===== src/rtl/lsu_if.sv =====
// rtl/lsu_if.sv - request/response and data-bus signal bundle for the load/store unit
//
// slave  : the LSU side (takes requests, drives responses and the bus request)
// master : the core/memory side (drives requests and bus responses)
//
// start/instruction/addr/store_data : request from execute
// busy/done/load_data/fault/fault_cause : response to writeback
// mem_valid/mem_addr/mem_wdata/mem_wstrb : bus request
// mem_ready/mem_rdata                     : bus response
interface lsu_if;
    logic        start;
    logic [31:0] instruction;
    logic [31:0] addr;
    logic [31:0] store_data;
    logic        busy;
    logic        done;
    logic [31:0] load_data;
    logic        fault;
    logic [1:0]  fault_cause;
    logic        mem_valid;
    logic        mem_ready;
    logic [31:0] mem_addr;
    logic [31:0] mem_wdata;
    logic [3:0]  mem_wstrb;
    logic [31:0] mem_rdata;

    modport slave (
        input  start, instruction, addr, store_data, mem_ready, mem_rdata,
        output busy, done, load_data, fault, fault_cause,
               mem_valid, mem_addr, mem_wdata, mem_wstrb
    );

    modport master (
        output start, instruction, addr, store_data, mem_ready, mem_rdata,
        input  busy, done, load_data, fault, fault_cause,
               mem_valid, mem_addr, mem_wdata, mem_wstrb
    );
endinterface


===== src/rtl/lsu.sv =====
// rtl/lsu.sv - RV32I load/store unit with access checking and bus timeout
//
// Ports:
//   clk   : core clock, rising edge
//   rst_n : asynchronous active-low reset
//   bus   : lsu_if.slave - request from execute, response to writeback,
//           single valid/ready transaction on a 32-bit word-addressed bus
// Parameter BUS_TIMEOUT: BUS cycles without mem_ready before a timeout fault
//   (0 disables the timeout).
module lsu #(
    parameter int BUS_TIMEOUT = 255
) (
    input  logic  clk,
    input  logic  rst_n,
    lsu_if.slave  bus
);
    localparam int CW = (BUS_TIMEOUT < 2) ? 1 : $clog2(BUS_TIMEOUT + 1);
    localparam logic [CW:0] LIMIT = (CW + 1)'(BUS_TIMEOUT);

    typedef enum logic [1:0] {IDLE, BUS, RESP} state_t;

    state_t      state_q, state_d;
    logic [CW-1:0] cnt_q, cnt_d;
    logic [2:0]  f3_q, f3_d;
    logic        load_q, load_d;
    logic [1:0]  off_q, off_d;
    logic [31:0] maddr_q, maddr_d;
    logic [31:0] wdata_q, wdata_d;
    logic [3:0]  wstrb_q, wstrb_d;
    logic [31:0] ldata_q, ldata_d;
    logic        fault_q, fault_d;
    logic [1:0]  cause_q, cause_d;

    // Request decode, evaluated only when a start is accepted in IDLE.
    logic [2:0]  f3;
    logic [6:0]  opc;
    logic        is_load, is_store, illegal, misal;
    assign f3       = bus.instruction[14:12];
    assign opc      = bus.instruction[6:0];
    assign is_load  = (opc == 7'b0000011);
    assign is_store = (opc == 7'b0100011);
    assign illegal  = !(is_load || is_store)
                    || (is_load && (f3 == 3'b011 || f3[2:1] == 2'b11))
                    || (is_store && f3 > 3'b010);
    // f3[1:0] encodes the access size for every legal load/store.
    assign misal    = (f3[1:0] == 2'b01 && bus.addr[0])
                    || (f3[1:0] == 2'b10 && bus.addr[1:0] != 2'b00);

    // Lane selection for read data, using the offset captured at start.
    logic [7:0]  byte_lane;
    logic [15:0] half_lane;
    always_comb begin
        byte_lane = bus.mem_rdata[7:0];
        case (off_q)
            2'd1:    byte_lane = bus.mem_rdata[15:8];
            2'd2:    byte_lane = bus.mem_rdata[23:16];
            2'd3:    byte_lane = bus.mem_rdata[31:24];
            default: byte_lane = bus.mem_rdata[7:0];
        endcase
    end
    assign half_lane = off_q[1] ? bus.mem_rdata[31:16] : bus.mem_rdata[15:0];

    logic [CW:0] cnt_inc;
    assign cnt_inc = {1'b0, cnt_q} + {{CW{1'b0}}, 1'b1};

    always_comb begin
        state_d = state_q;
        cnt_d   = cnt_q;
        f3_d    = f3_q;
        load_d  = load_q;
        off_d   = off_q;
        maddr_d = maddr_q;
        wdata_d = wdata_q;
        wstrb_d = wstrb_q;
        ldata_d = ldata_q;
        fault_d = fault_q;
        cause_d = cause_q;
        case (state_q)
            IDLE: begin
                if (bus.start) begin
                    ldata_d = 32'd0;
                    fault_d = 1'b0;
                    cause_d = 2'd0;
                    f3_d    = f3;
                    load_d  = is_load;
                    off_d   = bus.addr[1:0];
                    if (illegal) begin
                        fault_d = 1'b1;
                        cause_d = 2'd3;
                        state_d = RESP;
                    end else if (misal) begin
                        fault_d = 1'b1;
                        cause_d = 2'd1;
                        state_d = RESP;
                    end else begin
                        state_d = BUS;
                        cnt_d   = '0;
                        maddr_d = {bus.addr[31:2], 2'b00};
                        wdata_d = 32'd0;
                        wstrb_d = 4'b0000;
                        if (is_store) begin
                            case (f3[1:0])
                                2'b00: begin
                                    wdata_d = {4{bus.store_data[7:0]}};
                                    wstrb_d = 4'b0001 << bus.addr[1:0];
                                end
                                2'b01: begin
                                    wdata_d = {2{bus.store_data[15:0]}};
                                    wstrb_d = 4'b0011 << bus.addr[1:0];
                                end
                                default: begin
                                    wdata_d = bus.store_data;
                                    wstrb_d = 4'b1111;
                                end
                            endcase
                        end
                    end
                end
            end
            BUS: begin
                // Ready is tested first so it wins over a same-cycle timeout.
                if (bus.mem_ready) begin
                    state_d = RESP;
                    if (load_q) begin
                        case (f3_q)
                            3'b000:  ldata_d = {{24{byte_lane[7]}}, byte_lane};
                            3'b100:  ldata_d = {24'd0, byte_lane};
                            3'b001:  ldata_d = {{16{half_lane[15]}}, half_lane};
                            3'b101:  ldata_d = {16'd0, half_lane};
                            default: ldata_d = bus.mem_rdata;
                        endcase
                    end
                end else if (BUS_TIMEOUT != 0) begin
                    cnt_d = cnt_inc[CW-1:0];
                    if (cnt_inc == LIMIT) begin
                        fault_d = 1'b1;
                        cause_d = 2'd2;
                        state_d = RESP;
                    end
                end
            end
            RESP:    state_d = IDLE;
            default: state_d = IDLE;
        endcase
    end

    always_ff @(posedge clk or negedge rst_n) begin
        if (!rst_n) begin
            state_q <= IDLE;
            cnt_q   <= '0;
            f3_q    <= 3'd0;
            load_q  <= 1'b0;
            off_q   <= 2'd0;
            maddr_q <= 32'd0;
            wdata_q <= 32'd0;
            wstrb_q <= 4'd0;
            ldata_q <= 32'd0;
            fault_q <= 1'b0;
            cause_q <= 2'd0;
        end else begin
            state_q <= state_d;
            cnt_q   <= cnt_d;
            f3_q    <= f3_d;
            load_q  <= load_d;
            off_q   <= off_d;
            maddr_q <= maddr_d;
            wdata_q <= wdata_d;
            wstrb_q <= wstrb_d;
            ldata_q <= ldata_d;
            fault_q <= fault_d;
            cause_q <= cause_d;
        end
    end

    // mem_valid is decoded from state so an async reset drops it at once.
    assign bus.busy        = (state_q != IDLE);
    assign bus.done        = (state_q == RESP);
    assign bus.mem_valid   = (state_q == BUS);
    assign bus.mem_addr    = maddr_q;
    assign bus.mem_wdata   = wdata_q;
    assign bus.mem_wstrb   = wstrb_q;
    assign bus.load_data   = ldata_q;
    assign bus.fault       = fault_q;
    assign bus.fault_cause = cause_q;

    logic unused_bits;
    assign unused_bits = &{1'b0, bus.instruction[31:15], bus.instruction[11:7]};
endmodule


===== src/flat_wrapper.sv =====
// flat-port wrapper written by rule: the top's interface ports become plain ports
module lsu_flat 
#(
    parameter int BUS_TIMEOUT = 255
)
  (clk, rst_n, bus_start, bus_instruction, bus_addr, bus_store_data, bus_mem_ready, bus_mem_rdata, bus_busy, bus_done, bus_load_data, bus_fault, bus_fault_cause, bus_mem_valid, bus_mem_addr, bus_mem_wdata, bus_mem_wstrb);
  lsu_if bus_i ();
  input  logic clk;
  input  logic rst_n;
  input wire logic [$bits(bus_i.start)-1:0] bus_start;
  input wire logic [$bits(bus_i.instruction)-1:0] bus_instruction;
  input wire logic [$bits(bus_i.addr)-1:0] bus_addr;
  input wire logic [$bits(bus_i.store_data)-1:0] bus_store_data;
  input wire logic [$bits(bus_i.mem_ready)-1:0] bus_mem_ready;
  input wire logic [$bits(bus_i.mem_rdata)-1:0] bus_mem_rdata;
  output wire logic [$bits(bus_i.busy)-1:0] bus_busy;
  output wire logic [$bits(bus_i.done)-1:0] bus_done;
  output wire logic [$bits(bus_i.load_data)-1:0] bus_load_data;
  output wire logic [$bits(bus_i.fault)-1:0] bus_fault;
  output wire logic [$bits(bus_i.fault_cause)-1:0] bus_fault_cause;
  output wire logic [$bits(bus_i.mem_valid)-1:0] bus_mem_valid;
  output wire logic [$bits(bus_i.mem_addr)-1:0] bus_mem_addr;
  output wire logic [$bits(bus_i.mem_wdata)-1:0] bus_mem_wdata;
  output wire logic [$bits(bus_i.mem_wstrb)-1:0] bus_mem_wstrb;
  assign bus_i.start = bus_start;
  assign bus_i.instruction = bus_instruction;
  assign bus_i.addr = bus_addr;
  assign bus_i.store_data = bus_store_data;
  assign bus_i.mem_ready = bus_mem_ready;
  assign bus_i.mem_rdata = bus_mem_rdata;
  assign bus_busy = bus_i.busy;
  assign bus_done = bus_i.done;
  assign bus_load_data = bus_i.load_data;
  assign bus_fault = bus_i.fault;
  assign bus_fault_cause = bus_i.fault_cause;
  assign bus_mem_valid = bus_i.mem_valid;
  assign bus_mem_addr = bus_i.mem_addr;
  assign bus_mem_wdata = bus_i.mem_wdata;
  assign bus_mem_wstrb = bus_i.mem_wstrb;
  lsu #(.BUS_TIMEOUT(BUS_TIMEOUT)) u_core (.clk(clk), .rst_n(rst_n), .bus(bus_i));
endmodule

===== config.mk =====
export PLATFORM = sky130hd
export DESIGN_NAME = lsu_flat
export DESIGN_NICKNAME = d
export VERILOG_FILES = /design/src/rtl/lsu_if.sv /design/src/rtl/lsu.sv /design/src/flat_wrapper.sv
export SDC_FILE = /design/constraint.sdc
export NUM_CORES = 1
export LEC_CHECK = 0
export BUFFER_PORTS_ARGS = -buffer_cell sky130_fd_sc_hd__buf_2
export CORE_MARGIN = 2
export CORE_UTILIZATION = 45
export CTS_CLUSTER_SIZE = 40
export DETAILED_ROUTE_END_ITERATION = 10
export HOLD_SLACK_MARGIN = 0.15
export PLACE_DENSITY = 0.76
export SETUP_SLACK_MARGIN = 0.5
export SYNTH_ARGS = -nofsm -noshare
export SYNTH_HDL_FRONTEND = slang
export SYNTH_SLANG_ARGS = --single-unit

===== constraint.sdc =====
create_clock -name clk -period 4.8 [get_ports clk]
set_input_delay 0.48 -clock clk [delete_from_list [all_inputs] [get_ports clk]]
set_output_delay 0.48 -clock clk [all_outputs]
set_load 0.02 [all_outputs]

==> metrics.md, run 1 <==
| Metric | Value |
|---|---|
| Final ANT Viol Nets | `0` |
| Layout Utilization | `approximately 60%` |
| First-pass GRT wire length | `approximately 23 mm` |
| Lkg Pwr | `3.877 nW` |
| GRT Util Overall | `between 20% and 30%` |
| DP Area | `about 6700 um2` |
| Crit path time final | `approximately 2.6 ns` |
| Ys async rst share | `100.0%` |
| Post-synthesis sequential area ratio | `approximately 52%` |
| Skew final | `just over 0.006 ns` |
| Maximum fanout along the worst path | `~100` |
| CTS buffer count | `17` |
| Final hold violations | `0` |
| Final Instance Count excl. Fillers | `~900` |
| Boundary pin count | `238` |
| Post-synth top area cell | `dfrtp_1` |
| Clk root buf | `clkbuf_16` |
| Die width | `around 120 um` |
| CTS sink cnt | `roughly 120` |
| NumNets Final | `approximately 850` |
| CP arrival | `a little under 3 ns` |
| Die ar. | `roughly 13000 um2` |
| Wire length per cell | `~17 um` |
| Post-CTS setup buffers | `0` |
| Max Slew Vio Count | `0` |
| Synth warn | `0` |
| Port Buffers | `between 200 and 250` |
| Commonest register cell after synthesis | `dfrtp_1` |
| Synth top cells by count | `117 x dfrtp_1, 88 x nand2_1, 32 x o21ai_0` |
| Routed vias/inst | `around 5.5` |
| Maximum Capacitance Violations | `0` |
| Via Count | `between 4000 and 5000` |
| Pre-CTS WS | `~1.8 ns` |
| Final WL | `between 10 and 15 mm` |
| Post-synth EDFFs | `0` |
| Largest net degree at the start of global routing | `approximately 100` |
| Core area | `12060 um2` |
| Crit path cell chain | `buf_2 -> nand2b_1 -> o22ai_1 -> or4b_4 -> mux2_2` |
| Setup crit end kind | `register` |
| Power Dens Cells | `~340 nW/um2` |
| Slew HR | `17.77%` |
| Initial antenna violation count | `0` |
| Top cells by area, synth | `dfrtp_1 52%, nand2_1 5.9%, mux2i_1 5.5%` |
| Post-CTS resize count | `0` |
| Worst Path Class, Setup | `in2reg` |
| CP Launch Type | `primary input` |
| CP max stage cell | `or4b_4` |
| Starting Density | `a little under half` |
| Clock tree buffer depth | `2` |
| Switching pwr | `between 600 and 700 uW` |
| Router iterations before antenna repair | `7` |
| Int Pwr | `about 1.9 mW` |
| Worst slew pin tran | `1.232 ns` |
| CP bufs+invs | `1` |
| Worst Hold Slack | `0.2575 ns` |
| Die H | `115.5 um` |
| P&R area growth vs syn | `29.64%` |
| CP Data Required Time | `just over 5 ns` |
| Most frequent cell after synthesis | `dfrtp_1` |
| CTS clk-pin slew, worst paths | `0.05 ns` |
| CTS tree | `built` |
| CP max stage delay | `roughly 0.94 ns` |
| DRT iter0 DRCs | `approximately 340` |
| Status | `complete, no violations` |
| Total grt overflow | `0` |
| Gate count of the mapped netlist | `approximately 520` |
| Antenna diodes | `0` |
| Layout cells sized above 1 | `about two fifths` |
| Drt drc | `0` |
| Unrepaired setup endpoints after global routing | `no` |
| Fill cells | `a little over 1000` |
| CP top delay family | `simple AND/OR/NAND/NOR gates` |
| Num rows | `40` |
| Post-Place Cells | `roughly 860` |
| Vias in the first global route | `roughly 4800` |
| Mean Syn Cell Area | `around 11 um2` |
| PnR Total Power | `between 2 and 2.5 mW` |
| Worst-skew pair later-pin latency | `roughly 0.40 ns` |
| H-tree depth | `4` |
| Gate power share | `around a tenth` |
| CTS Hold Bufs | `0` |
| HPWL after DPL | `10.54 mm` |
| Post-synthesis cell type count | `53` |
| Setup TNS | `0 ns` |
| Clock group share of total power | `between 40% and 50%` |
| Share of the clock period used by the worst path | `~55%` |
| Achievable Freq | `approximately 0.38 GHz` |
| Synthesis-stage register bit count | `roughly 120` |
| Max IR drop VDD | `about 200 uV` |
| Seq pwr share | `between 40% and 50%` |
| Final non-filler cell area | `7256 um2` |
| Gp weighted congestion | `approximately 0.87` |
| Tightest Hold Check Type | `in2async` |
| Mapped Area | `around 5600 um2` |
| Sw frac | `around 25%` |
| Area fraction of the dominant cell type after synthesis | `52.31%` |
| Final WS setup | `~2.2 ns` |
| Final setup viols | `0` |
-- layout by cell type, fill, tap and decap left out, types with 6 or more instances in the layout --
cell type,synthesis,routed
buf_2,4,212
dfrtp_1,117,117
nand2_1,88,88
o21ai_0,32,32
mux2i_1,31,31
o31ai_1,24,24
nor2_1,19,18
mux2_4,18,18
a21oi_1,18,18
clkbuf_16,0,17
a221o_1,16,16
mux2_2,13,13
inv_1,11,11
nand3_1,9,9
o22ai_1,8,8
nand2b_1,7,7
clkinv_2,0,7
a31oi_1,6,6
-- final timing paths --
path                       cells past startpoint                                 from  slack [ns]                                    to
setup / recovery                               5                  bus_instruction[13]        2.16   u_core.bus.mem_addr[30]$_DFFE_PN0P_
min in group clk                               2                         bus_addr[24]        0.30   u_core.bus.mem_addr[24]$_DFFE_PN0P_
hold / removal                                 1                                rst_n        0.26    u_core.bus.mem_addr[6]$_DFFE_PN0P_
setup reg to reg                               4          u_core.off_q[1]$_DFFE_PN0P_        2.21  u_core.bus.load_data[29]$_DFFE_PN0P_
hold reg to reg                                2  u_core.bus.load_data[2]$_DFFE_PN0P_        0.46   u_core.bus.load_data[2]$_DFFE_PN0P_
max in group asynchronous                      2                                rst_n        3.48  u_core.bus.mem_wdata[27]$_DFFE_PN0P_
-- power groups by stage --
stage                     clock network [mW]  logic (mW)  registers, mW
after floorplan                            0       0.141           1.05
after global placement                     0       0.254           1.05
after detailed placement                   0       0.259           1.05
after CTS                               1.19       0.261           1.04
after global routing                    1.24       0.285           1.04
final                                   1.17       0.260           1.04
-- flip-flops by register name, summed over array words and instances (netlist names) --
register                flops
u_core.bus.fault            1
u_core.bus.mem_wdata       32
u_core.load_q               1
u_core.off_q                2
u_core.f3_q                 3
u_core.bus.mem_wstrb        4
u_core.bus.mem_addr        30
u_core.state_q              2
u_core.cnt_q                8
u_core.bus.fault_cause      2
u_core.bus.load_data       32
-- cell type report --
| class | count | area (um2) | share of cell area [%] |
|---|---|---|---|
| Multi-Input combinational cell | 353 | 2441 | 33.64 |
| Clock buffer | 21 | 470.5 | 6.484 |
| Clock inverter | 10 | 81.33 | 1.121 |
| Inverter | 11 | 41.29 | 0.5691 |
| Sequential cell | 117 | 2928 | 40.35 |
| Tap cell | 168 | 210.2 | 2.897 |
| Timing Repair Buffer | 215 | 1084 | 14.93 |
-- layer usage --
layer  vias to the layer above  part of all wire (%)  GRT usage (%)
li1                       2279                     -              -
met1                      2356                    41          27.50
met2                       232                    48          36.80
met3                        32                   8.3          7.008
met4                         0                   2.7          11.33
met5                         -                     0              0
-- cell families after synthesis --
family | Yosys count | synth area share (%)
AOI/OAI and AO/OA | 138 | 17.71
xor gates and xnor gates | 2 | 0.3130
adders and majority gates | 2 | 0.4471
buffers and inverters | 49 | 4.181
DFF | 117 | 52.31
muxes | 63 | 13.39
other | 1 | 0.06700
and+or+nand+nor | 146 | 11.58
No activity file was read; power rests on OpenSTA's default activity.
==> run 2: changes to the inputs <==
Settings changed: CORE_UTILIZATION 45 to 43.
Clock period 4.8 ns to 2.3 ns, I/O delays scaled along.
==> metrics.md, run 2 (synthesized netlist as in run 1, its figures left out) <==
| Metric | Value |
|---|---|
| Boundary pin count | `238 (unchanged)` |
| HP Start | `bus_store_data[16]` |
| HPWL after DPL | `11.45 mm (was 10.54 mm)` |
| Setup TNS | `0 ns (unchanged)` |
| Worst Hold Path Cells | `3` |
| NumNets Final | `978 (was 849)` |
| Final ANT Viol Nets | `0 (unchanged)` |
| Final hold violations | `0 (unchanged)` |
| Setup crit end kind | `register (unchanged)` |
| Layout Utilization | `71.20% (was 60.16%)` |
| PnR Total Power | `5.930 mW (was 2.463 mW)` |
| Worst r2r dst | `u_core.bus.mem_wdata[31]$_DFFE_PN0P_ (was u_core.bus.load_data[29]$_DFFE_PN0P_)` |
| Wire length per cell | `18.87 um (was 16.60 um)` |
| Routed vias/inst | `5.426 (was 5.474)` |
| Total grt overflow | `0 (unchanged)` |
| Final WL | `19.44 mm (was 14.86 mm)` |
| First-pass GRT wire length | `29.95 mm (was 23.37 mm)` |
| Die width | `118.1 um (was 115.5 um)` |
| Clk root buf | `clkbuf_16 (unchanged)` |
| Router iterations before antenna repair | `6 (was 7)` |
| Num rows | `41 (was 40)` |
| Max IR drop VDD | `433.7 uV (was 197.5 uV)` |
| Worst Hold Endpoint | `u_core.bus.mem_wdata[16]$_DFFE_PN0P_` |
| Gp weighted congestion | `0.9146 (was 0.8691)` |
| Lkg Pwr | `4.623 nW (was 3.877 nW)` |
| Final setup viols | `0 (unchanged)` |
| CP Data Required Time | `2.58 ns (was 5.08 ns)` |
| Unrepaired setup endpoints after global routing | `yes (was no)` |
| Die H | `118.1 um (was 115.5 um)` |
| Core area | `12670 um2 (was 12060 um2)` |
| Initial antenna violation count | `1 (was 0)` |
| CP arrival | `2.18 ns (was 2.92 ns)` |
| Starting Density | `44.17% (was 46.40%)` |
| Vias in the first global route | `5578 (was 4755)` |
| P&R area growth vs syn | `61.19% (was 29.64%)` |
| H-tree depth | `4 (unchanged)` |
| GRT Util Overall | `27.41% (was 22.70%)` |
| CP Launch Type | `register (was primary input)` |
| Maximum fanout along the worst path | `15 (was 102)` |
| Via Count | `5589 (was 4899)` |
| Status | `complete, no violations (unchanged)` |
| Power Dens Cells | `657.3 nW/um2 (was 339.5 nW/um2)` |
| Worst Path Class, Setup | `reg2reg (was in2reg)` |
| Commonest non-fill, non-tap cell in the layout | `buf_2 (unchanged)` |
| Clock tree buffer depth | `2 (unchanged)` |
| CTS clk-pin slew, worst paths | `0.05 ns (about the same)` |
| Fill cells | `854 (was 1025)` |
| Final Instance Count excl. Fillers | `1030 (was 895)` |
| CTS buffer count | `17 (unchanged)` |
| Reg2reg setup slack | `0.40 ns (was 2.21 ns)` |
| Layout cells sized above 1 | `43.76% (was 39.34%)` |
| DRT iter0 DRCs | `560 (was 342)` |
| Max Slew Vio Count | `0 (unchanged)` |
| Largest net degree at the start of global routing | `64 (was 103)` |
| Commonest non-fill, non-tap cells in the layout | `212 x buf_2, 111 x dfrtp_1, 79 x dlygate4sd3_1, 77 x nand2_1, 33 x buf_4 (was 212 x buf_2, 117 x dfrtp_1, 88 x nand2_1, 32 x o21ai_0, 31 x mux2i_1)` |
| Die ar. | `13940 um2 (was 13340 um2)` |
| Crit path time final | `roughly 1.9 ns` |
| Skew final | `0.006086 ns (was 0.006190 ns)` |
| Tightest Hold Check Type | `in2reg (was in2async)` |
| Achievable Freq | `0.5276 GHz` |
| CTS sink cnt | `117 (unchanged)` |
| R2R Path Start | `u_core.state_q[0]$_DFFE_PN0P_ (was u_core.off_q[1]$_DFFE_PN0P_)` |
| Worst-skew pair later-pin latency | `0.42 ns (was 0.40 ns)` |
| Maximum Capacitance Violations | `0 (unchanged)` |
| Drt drc | `0 (unchanged)` |
| CTS tree | `built (unchanged)` |
| Depth of the worst register-to-register path | `8 (was 4)` |
| Port Buffers | `213 (unchanged)` |
| Post-Place Cells | `883 (was 864)` |
| Share of the clock period used by the worst path | `between 80% and 90%` |
run 2: changes by cell type in the layout (fill, tap and decap cells not counted), sizes merged:
| cell | before | now |
|---|---|---|
| buf | 215 | 262 |
| clkinvlp | 1 | 3 |
| clkinv | 8 | 6 |
| diode | 0 | 1 |
| dlygate4sd3 | 0 | 79 |
| dlymetal6s4s | 0 | 1 |
| bufinv | 1 | 5 |
| clkbuf | 21 | 20 |
run 2: area by class of cell:
class / instances / area [um2] / share of cell area, %
Sequential cell: 117 / 2935 / 32.54
Multi-Input combinational cell: 353 / 2661 / 29.50
Timing Repair Buffer: 344 / 2494 / 27.64
Clock buffer: 18 / 439.2 / 4.868
Clock inverter: 14 / 226.5 / 2.510
Tap cell: 172 / 215.2 / 2.386
Inverter: 11 / 47.55 / 0.5270
Antenna cell: 1 / 2.502 / 0.02774
run 2: how the worst max path moves through the flow:
stage / from / to / slack (ns) / cells past startpoint
3_3_place_gp: bus_instruction[3] / u_core.cnt_q[5]$_DFFE_PN0P_ / 0.26 / 7
2_1_floorplan: u_core.state_q[0]$_DFFE_PN0P_ / u_core.bus.mem_addr[10]$_DFFE_PN0P_ / 0.38 / 6
6_report: u_core.state_q[0]$_DFFE_PN0P_ / u_core.bus.mem_wdata[31]$_DFFE_PN0P_ / 0.40 / 8
3_5_place_dp: bus_instruction[3] / u_core.cnt_q[6]$_DFFE_PN0P_ / 0.15 / 7
4_1_cts: u_core.state_q[1]$_DFFE_PN0P_ / u_core.bus.mem_wdata[12]$_DFFE_PN0P_ / 0.34 / 5
5_1_grt: u_core.state_q[0]$_DFFE_PN0P_ / u_core.bus.mem_wdata[8]$_DFFE_PN0P_ / 0.37 / 8
run 2: through the flow:
stage / hold WS [ns] / cell area [um2] / setup WS, ns
floorplan: -0.06559 / 5612 / 0.3825
global placement: 0.2071 / 6849 / 0.2604
detailed placement: 0.2171 / 6849 / 0.1545
CTS: 0.1531 / 8589 / 0.3423
global route: 0.1646 / 9021 / 0.3676
finish: 0.1658 / 9021 / 0.4045
run 2: metal layers:
layer | up-vias | global-route usage, % | wire length (um)
met4 | 0 | 11.14 | 482
li1 | 2551 | - | -
met1 | 2706 | 34.22 | 7724
met5 | - | 0 | 0
met2 | 289 | 45.05 | 9855
met3 | 43 | 7.316 | 1378
run 2: critical path, cell delays in order (launching register included):
cell     delay (ns)
dfrtp_2        0.42
nor2_4         0.14
nand2_4        0.06
or4b_4         0.50
buf_12         0.17
buf_8          0.15
buf_16         0.15
nand2_1        0.07
o31ai_1        0.07
run 2: power by group:
group | switching (mW) | internal, mW
combinational | 0.415 | 0.395
clock | 1.00 | 1.96
sequential | 0.0532 | 2.10
total | 1.47 | 4.46
run 2: timing repair:
| action | in CTS | in global routing |
|---|---|---|
| pin swaps | 7 | 12 |
| setup endpoints to repair | 101 | 106 |
| resized for setup | 22 | 53 |
| buffers inserted | 8 | 18 |
| gates cloned | 5 | 3 |
| hold endpoints to repair | 111 | 0 |
| hold buffers | 80 | 0 |
==> run 3: changes to the inputs <==
Settings changed: CORE_UTILIZATION 43 to 45.
Clock period 2.3 ns to 1.9 ns, I/O delays scaled along.
==> metrics.md, run 3 (synthesized netlist as in run 1, its figures left out) <==
| Metric | Value |
|---|---|
| CP max stage cell | `dfrtp_1 (was or4b_4)` |
| Worst-skew pair later-pin latency | `0.43 ns (was 0.42 ns)` |
| First-pass GRT wire length | `31.08 mm (was 29.95 mm)` |
| Total grt overflow | `0 (unchanged)` |
| Max IR drop VDD | `563.2 uV (was 433.7 uV)` |
| Setup crit end kind | `register (unchanged)` |
| P&R area growth vs syn | `67.96% (was 61.19%)` |
| Worst slew pin tran | `about 0.9 ns` |
| Num rows | `40 (was 41)` |
| Largest net degree at the start of global routing | `54 (was 64)` |
| Final WS setup | `-0.04522 ns (was 0.4045 ns)` |
| Pre-CTS WS | `-0.1215 ns (was 0.1545 ns)` |
| GRT Util Overall | `30.48% (was 27.41%)` |
| CP bufs+invs | `4 (was 3)` |
| Initial antenna violation count | `1 (unchanged)` |
| Die width | `115.5 um (was 118.1 um)` |
| Layout cells sized above 1 | `47.31% (was 43.76%)` |
| Maximum fanout along the worst path | `8 (was 15)` |
| Commonest non-fill, non-tap cell in the layout | `buf_2 (unchanged)` |
| Tightest Hold Check Type | `in2reg (unchanged)` |
| Share of the clock period used by the worst path | `102.4% (was 82.41%)` |
| Routed vias/inst | `5.553 (was 5.426)` |
| Core area | `12060 um2 (was 12670 um2)` |
| Lkg Pwr | `4.823 nW (was 4.623 nW)` |
| Router iterations before antenna repair | `11 (was 6)` |
| Die ar. | `13340 um2 (was 13940 um2)` |
| Achievable Freq | `0.5141 GHz (was 0.5276 GHz)` |
| Unrepaired setup endpoints after global routing | `yes (unchanged)` |
| CP max stage delay | `0.42 ns (was 0.50 ns)` |
| Vias in the first global route | `5852 (was 5578)` |
| CP Launch Type | `register (unchanged)` |
| Worst Path Class, Setup | `reg2reg (unchanged)` |
| CTS clk-pin slew, worst paths | `0.06 ns (was 0.05 ns)` |
| Setup TNS | `-0.2101 ns (was 0 ns)` |
| Die H | `115.5 um (was 118.1 um)` |
| CTS sink cnt | `117 (unchanged)` |
| Clk root buf | `clkbuf_16 (unchanged)` |
| CP Data Required Time | `2.19 ns (was 2.58 ns)` |
| Port Buffers | `213 (unchanged)` |
| Boundary pin count | `238 (unchanged)` |
| Clock tree buffer depth | `2 (unchanged)` |
| Via Count | `5886 (was 5589)` |
| Drt drc | `0 (unchanged)` |
| Status | `finished with violations (was complete, no violations)` |
| Commonest non-fill, non-tap cells in the layout | `209 x buf_2, 113 x dfrtp_1, 88 x dlygate4sd3_1, 67 x nand2_1, 50 x buf_4 (was 212 x buf_2, 111 x dfrtp_1, 79 x dlygate4sd3_1, 77 x nand2_1, 33 x buf_4)` |
| CTS tree | `built (unchanged)` |
| NumNets Final | `1013 (was 978)` |
| Crit path cell chain | `buf_6 -> nand2b_4 -> inv_4 -> buf_6 -> and3_4 -> nor2_4 -> bufbuf_16 -> a221o_1 (was nor2_4 -> nand2_4 -> or4b_4 -> buf_12 -> buf_8 -> buf_16 -> nand2_1 -> o31ai_1)` |
| Starting Density | `46.40% (was 44.17%)` |
| Crit path time final | `1.945 ns (was 1.895 ns)` |
| Wire length per cell | `20.15 um (was 18.87 um)` |
| Final setup viols | `19 (was 0)` |
| Final hold violations | `0 (unchanged)` |
| CTS buffer count | `17 (unchanged)` |
| Skew final | `0.007003 ns (was 0.006086 ns)` |
| CP top delay family | `buffers and inverters (was simple AND/OR/NAND/NOR gates)` |
| HPWL after DPL | `11.66 mm (was 11.45 mm)` |
| Maximum Capacitance Violations | `0 (unchanged)` |
| Power Dens Cells | `764.7 nW/um2 (was 657.3 nW/um2)` |
| Antenna diodes | `0 (was 1)` |
| H-tree depth | `4 (unchanged)` |
| CP arrival | `2.23 ns (was 2.18 ns)` |
| Slew HR | `approximately 41%` |
| Max Slew Vio Count | `0 (unchanged)` |
| Final WL | `21.36 mm (was 19.44 mm)` |
| Failing checks | `negative setup slack` |
| DRT iter0 DRCs | `755 (was 560)` |
| Gp weighted congestion | `0.8972 (was 0.9146)` |
| Most frequent cell on the critical path | `buf_6` |
| Final ANT Viol Nets | `0 (unchanged)` |
[run 3: cell types whose count changed in the layout (fill, tap and decap cells not counted), moves of 4 or more]
cell / change
nand2_1: -10
o21ai_1: +9
buf_6: +15
clkinv_4: -6
buf_4: +17
o21ai_0: -15
o21ai_2: +6
buf_16: -5
nand2_2: +7
dlygate4sd3_1: +9
clkinv_2: +4
[run 3: metal layers]
layer | global-route usage [%] | routed length (um) | part of all wire, % | up-vias
li1 | - | - | - | 2616
met1 | 35.63 | 7903 | 37 | 2824
met2 | 51.81 | 10670 | 50 | 357
met3 | 9.728 | 1968 | 9.2 | 87
met4 | 12.85 | 802 | 3.8 | 2
met5 | 0 | 11 | 0.052 | -
[run 3: repair_timing]
item / in CTS / in global routing
gates cloned: 3 / 2
pin swaps: 17 / 39
endpoints found under the hold margin: 135 / 0
resized for setup: 61 / 58
buffers inserted: 23 / 12
hold buffers: 88 / 0
endpoints found under the setup margin: 114 / 119
[run 3: area by class of cell]
cell class	instances	area (um2)
clock buffer	23	488.0
clock inverter	9	147.6
fill	699	2661
inverter	11	47.55
multi-input combinational	353	2776
sequential	117	2933
tap	168	210.2
timing repair buffer	379	2798
[run 3: stage by stage]
step | area (um2) | total power [mW] | util (%) | hold slack (ns) | std cells
after floorplan | 5698 | 3.029 | - | -0.1056 | 519
after global placement | 7057 | 3.360 | 58.51 | 0.1742 | 900
after detailed placement | 7057 | 3.388 | 58.51 | 0.1797 | 900
after CTS | 9087 | 7.064 | 75.34 | 0.1520 | 1046
after global routing | 9400 | 7.382 | 77.94 | 0.1878 | 1060
final | 9400 | 7.188 | 77.94 | 0.1625 | 1060
[run 3: where the power goes]
part	internal [mW]	switching, mW	total (mW)
Combinational	0.543	0.583	1.13
Sequential	2.55	0.0405	2.59
Clock	2.32	1.15	3.48
Total	5.41	1.78	7.19
[run 3: final timing paths]
path	slack (ns)	cells after the start	end	start
setup / recovery	-0.05	8	u_core.bus.load_data[24]$_DFFE_PN0P_	u_core.state_q[1]$_DFFE_PN0P_
hold / removal	0.16	3	u_core.bus.mem_wdata[27]$_DFFE_PN0P_	bus_store_data[27]
setup reg to reg	-0.05	8	u_core.bus.load_data[24]$_DFFE_PN0P_	u_core.state_q[1]$_DFFE_PN0P_
hold reg to reg	0.48	2	u_core.bus.mem_wdata[1]$_DFFE_PN0P_	u_core.bus.mem_wdata[1]$_DFFE_PN0P_
max in group asynchronous	0.90	3	u_core.bus.load_data[29]$_DFFE_PN0P_	rst_n
min in group asynchronous	0.26	2	u_core.bus.mem_addr[10]$_DFFE_PN0P_	rst_n
[run 3: worst register-to-register path: stages, from the launching register on]
cell       delay (ns)
dfrtp_1          0.42
buf_6            0.14
nand2b_4         0.15
inv_4            0.06
buf_6            0.09
and3_4           0.20
nor2_4           0.07
bufbuf_16        0.29
a221o_1          0.40
